$ cat config.mk
export PLATFORM = sky130hd
export DESIGN_NAME = sev_seg_display
export DESIGN_NICKNAME = d
export VERILOG_FILES = /design/src/rtl/sev_seg_pkg.sv /design/src/rtl/floor_digit_decoder.sv /design/src/rtl/sev_seg_display.sv
export SDC_FILE = /design/constraint.sdc
export NUM_CORES = 1
export LEC_CHECK = 0
export BUFFER_PORTS_ARGS = -buffer_cell sky130_fd_sc_hd__buf_2
export CAP_MARGIN = 30
export CORE_AREA = 3 3 40 42
export CTS_CLUSTER_DIAMETER = 50
export DETAILED_ROUTE_END_ITERATION = 8
export DIE_AREA = 0 0 43 45
export PLACE_DENSITY_LB_ADDON = 0.25
export SLEW_MARGIN = 15
export SYNTH_ARGS = -nofsm -noshare
export SYNTH_HDL_FRONTEND = slang
export SYNTH_SLANG_ARGS = --single-unit
$ cat constraint.sdc
create_clock -name clk -period 0.8 [get_ports clk]
set_clock_uncertainty 0.15 [all_clocks]
set_input_delay 0.12 -clock clk [delete_from_list [all_inputs] [get_ports clk]]
set_output_delay 0.12 -clock clk [all_outputs]
set_load 0.01 [all_outputs]
$ cat src/rtl/sev_seg_pkg.sv
// Shared constants and floor encoding for the elevator status display.
package sev_seg_pkg;

    // Active-low glyphs: bit0 = a ... bit6 = g
    localparam logic [6:0] SEG_DOOR_OPEN   = 7'b1000011;
    localparam logic [6:0] SEG_DOOR_CLOSED = 7'b0100011;
    localparam logic [6:0] SEG_BLANK       = 7'b1111111;
    localparam logic [3:0] SEL_NONE        = 4'b1111;

    typedef enum logic [1:0] {
        FLOOR_1 = 2'd0,
        FLOOR_2 = 2'd1,
        FLOOR_3 = 2'd2,
        FLOOR_4 = 2'd3
    } floor_t;

endpackage

$ cat src/rtl/floor_digit_decoder.sv
// Combinational floor index to active-low one-hot digit enable.
module floor_digit_decoder
    import sev_seg_pkg::*;
(
    input  logic [1:0] floor_i,
    output logic [3:0] select_o
);

    always_comb begin
        select_o = SEL_NONE;
        case (floor_t'(floor_i))
            FLOOR_1: select_o = 4'b1110;
            FLOOR_2: select_o = 4'b1101;
            FLOOR_3: select_o = 4'b1011;
            FLOOR_4: select_o = 4'b0111;
            default: select_o = SEL_NONE;
        endcase
    end

endmodule

$ cat src/rtl/sev_seg_display.sv
// Registered seven-segment status driver: floor selects the digit, door picks the glyph.
module sev_seg_display
    import sev_seg_pkg::*;
(
    input  logic       clk,
    input  logic       reset,
    input  logic [1:0] floorSel,
    input  logic       door,
    output logic [6:0] segments,
    output logic [3:0] select
);

    logic [3:0] select_d, select_q;
    logic [6:0] segments_d, segments_q;
    logic [3:0] decoded_sel;

    floor_digit_decoder u_decoder (
        .floor_i  (floorSel),
        .select_o (decoded_sel)
    );

    always_comb begin
        select_d   = decoded_sel;
        segments_d = door ? SEG_DOOR_OPEN : SEG_DOOR_CLOSED;
    end

    // Both outputs share one register stage so floor and door changes land together.
    always_ff @(posedge clk) begin
        if (reset) begin
            select_q   <= SEL_NONE;
            segments_q <= SEG_BLANK;
        end else begin
            select_q   <= select_d;
            segments_q <= segments_d;
        end
    end

    assign select   = select_q;
    assign segments = segments_q;

endmodule

**Yosys cells after proc, flatten, opt, wreduce, memory -nomap -nowiden**

Index checks and enable logic that the tools add are counted.

- Bits in registers: 11
- Bits of input ports: 5
- Logic and storage cells: 8

- Equality and inequality tests: 3
- Multiplexer cells: 2
- Reductions and logical operators: 1

Operators with widths:

| kind | count |
|---|---|
| $pmux 4 s4 | 1 |
| $mux 7 | 1 |
| $eq 2x2->1 const B | 2 |
| $eq 2x1->1 const B | 1 |
| $logic_not 2->1 | 1 |

**Logic depth before layout (Yosys ltp)**

- Depth after elaboration: 2
- Mapped depth: 1
- Gate-level depth less buffers: 1

**Modules after synthesis**

Synthesis repeated with hierarchy kept, for this count alone.

- Cells, all modules: 22
- Area total of the unflattened synthesis: 234.0 µm²

By module, submodules not included:

| module | times used | cells each | area each (µm²) | sequential area each (µm²) |
|---|---|---|---|---|
| sev_seg_display | 1 | 18 | 211.5 | 140.1 |
| floor_digit_decoder | 1 | 4 | 22.5 | 0.0 |

**Least setup slack after synthesis**

No wires, ideal clock.

- Path type: reg2out
- Start: register segments[4] (netlist name)
- End: output port segments[3]
- Arrival: 507 ps
- Data required time: 530 ps
- Slack: 23 ps
- Cell stages (with the launch flop): 2
- Buffers on the path: 1
- Cell sequence: dfxtp_1 -> buf_4

RTL lines:

| item | line | source |
|---|---|---|
| to (decl) | sev_seg_display.sv:9 | `output logic [6:0] segments,` |

==> metrics.yaml <==
routing:
  first_pass_iters: 1
  via_count: 152
  wl_per_cell_um: 7.06
  drc_errors: 0
  routed_wl_um: 332
  initialDrtViolationCount: 0
  ant_nets: 0
  routed_via_density: 3.23
clock_network:
  cts_tree: "built"
  cts.clk_slew.worst_paths_ns: 0.05
  cts_setup_buffers: 0
  cts_sinks: 7
  clockRootBuffer: "clkbuf_4"
  cts_max_level: 1
  cts_buffers: 3
  clk_path_buf_depth: 2
synth:
  syn_area_per_cell_um2: 12.1
  synth_common_cells: "7 x dfxtp_1, 4 x buf_4, 2 x or3b_1"
  synth_largest_area_cell: "dfxtp_1"
  yosys_warnings: 0
  synth_top_area_share_pct: 64.4
  synth_ff_type: "dfxtp_1"
  synth_edf_count: 0
  synth-seq-cells: 7
  synthesis.area_um2: 218
  synth.area.top_cells: "dfxtp_1 64%, buf_4 14%, or3b_1 8.0%"
  async_reset_ff_share_pct: 0
  synth_most_common_cell: "dfxtp_1"
  synthDistinctLibCells: 8
  ys_seq_area_share_pct: 64.4
  netlist_instances: 18
floorplan:
  num_rows: 13
  die_area_mm2: 0.00194
  die_w_um: 43
  fp.dieH_um: 45
  initial_utilization_pct: 16.9
  num_io_pins: 16
  coreArea_mm2: 0.00128
global_route:
  grt_max_degree: 8
  busiest_layer: "met4"
  met2_usage_pct: 4.79
  grt_usage_pct: 3.42
  grt.overflow.total: 0
  use_met1_pct: 2.66
  grt_pass1_vias: 125
  grt_first_pass_wirelength_um: 434
  antenna_found_initial: 0
  grt_use_met3_pct: 0.797
critical_path:
  cp_max_fo: 3
  cp.arrival_ns: 0.68
  slowest_stage: "dfxtp_2"
  endpoint_kind: "output pin"
  critPathRequiredTime_ns: 0.53
  cpPeakStageDelay_ns: 0.31
  path_class: "reg2out"
  crit_family: "flip-flops"
  worstPathCellList: "buf_2"
  start_kind: "flop"
  path_buf_inv: 1
cells_and_area:
  diodes: 0
  syn2layout_area_growth_pct: 42.5
  final_cell_area_um2: 310
  drive_above_1_share_pct: 59.4
  final_cells: 47
  utilization_pct: 24.1
  nFillCells: 139
  fin_nets: 38
place:
  port_buffers: 13
  place_congestion: 0.564
  placed_cells: 43
  hpwl_um: 298
  pre_cts_slack_ns: -0.0867
  place_area_um2: 275
hold_path:
  hp-class: "in2reg"
sta:
  period_share_pct: 119
  hold_viol: 7
  rsz0062_at_grt: "true"
  final.setup.tns_ns: -1.18
  report.final.setup_viol: 9
  max_freq_mhz: 1050
  slew_violations: 0
  layout_min_cycle_time_ns: 0.948
  setup_ws_ns: -0.148
  holdWs_ns: -0.107
run_status:
  violations: "negative hold slack, negative setup slack"
  outcome: "finished with violations"
flow_run:
  maxCapViolCount: 0
power_and_ir_drop:
  power_leakage_nw: 0.139
  ir_drop_mv: 0.354
  power.total_mw: 0.729
  powerDensity_mw_per_mm2: 2350
[report_power, final]
group          switching (mW)  internal, mW  leakage [nW]  total [mW]
Sequential            0.00441         0.367        0.0579       0.371
Clock                   0.104         0.189        0.0150       0.293
Combinational          0.0327        0.0316        0.0664      0.0642
Total                   0.141         0.587         0.139       0.729
[what timing repair did]
item,in CTS,in global routing
endpoints found under the setup margin,9,9
resized for setup,1,2
endpoints found under the hold margin,7,7
pin swaps,0,0
[cell type report]
class	count	area, µm²	area share [%]
repair buffers	13	71.3	23.0
well taps	15	18.8	6.05
flip-flops and latches	7	143	46.0
multi-input cells	8	51.3	16.5
clock buffers	4	26.3	8.47
[placed cells by master (no fill, tap or decap), drive strengths merged]
cell type / count
buf: 13
clkbuf: 4
conb: 2
dfxtp: 7
nand2b: 1
nand3b: 1
or2: 1
or3: 1
or3b: 2
[path summary, 6_finish.rpt]
| check | startpoint | to | slack, ns | depth (start not counted) |
|---|---|---|---|---|
| worst min-delay path | reset | segments[4] | -0.11 | 1 |
| worst max-delay path | segments[4] | segments[3] | -0.15 | 1 |
[layer usage]
layer	up-vias	wire (µm)
li1	78	-
met1	66	72
met2	8	207
met3	0	52
met4	0	0
met5	-	0
[sequential cells by signal, summed over array words and instances (netlist names)]
register and count:
select 4, segments 3
[kinds of logic after synthesis]
logic type / after synthesis / synth area share [%]
flops: 7 / 64.4
simple gates: 6 / 20.1
buf+inv: 4 / 13.8
other cells: 1 / 1.72
No activity file was read; power rests on OpenSTA's default activity.
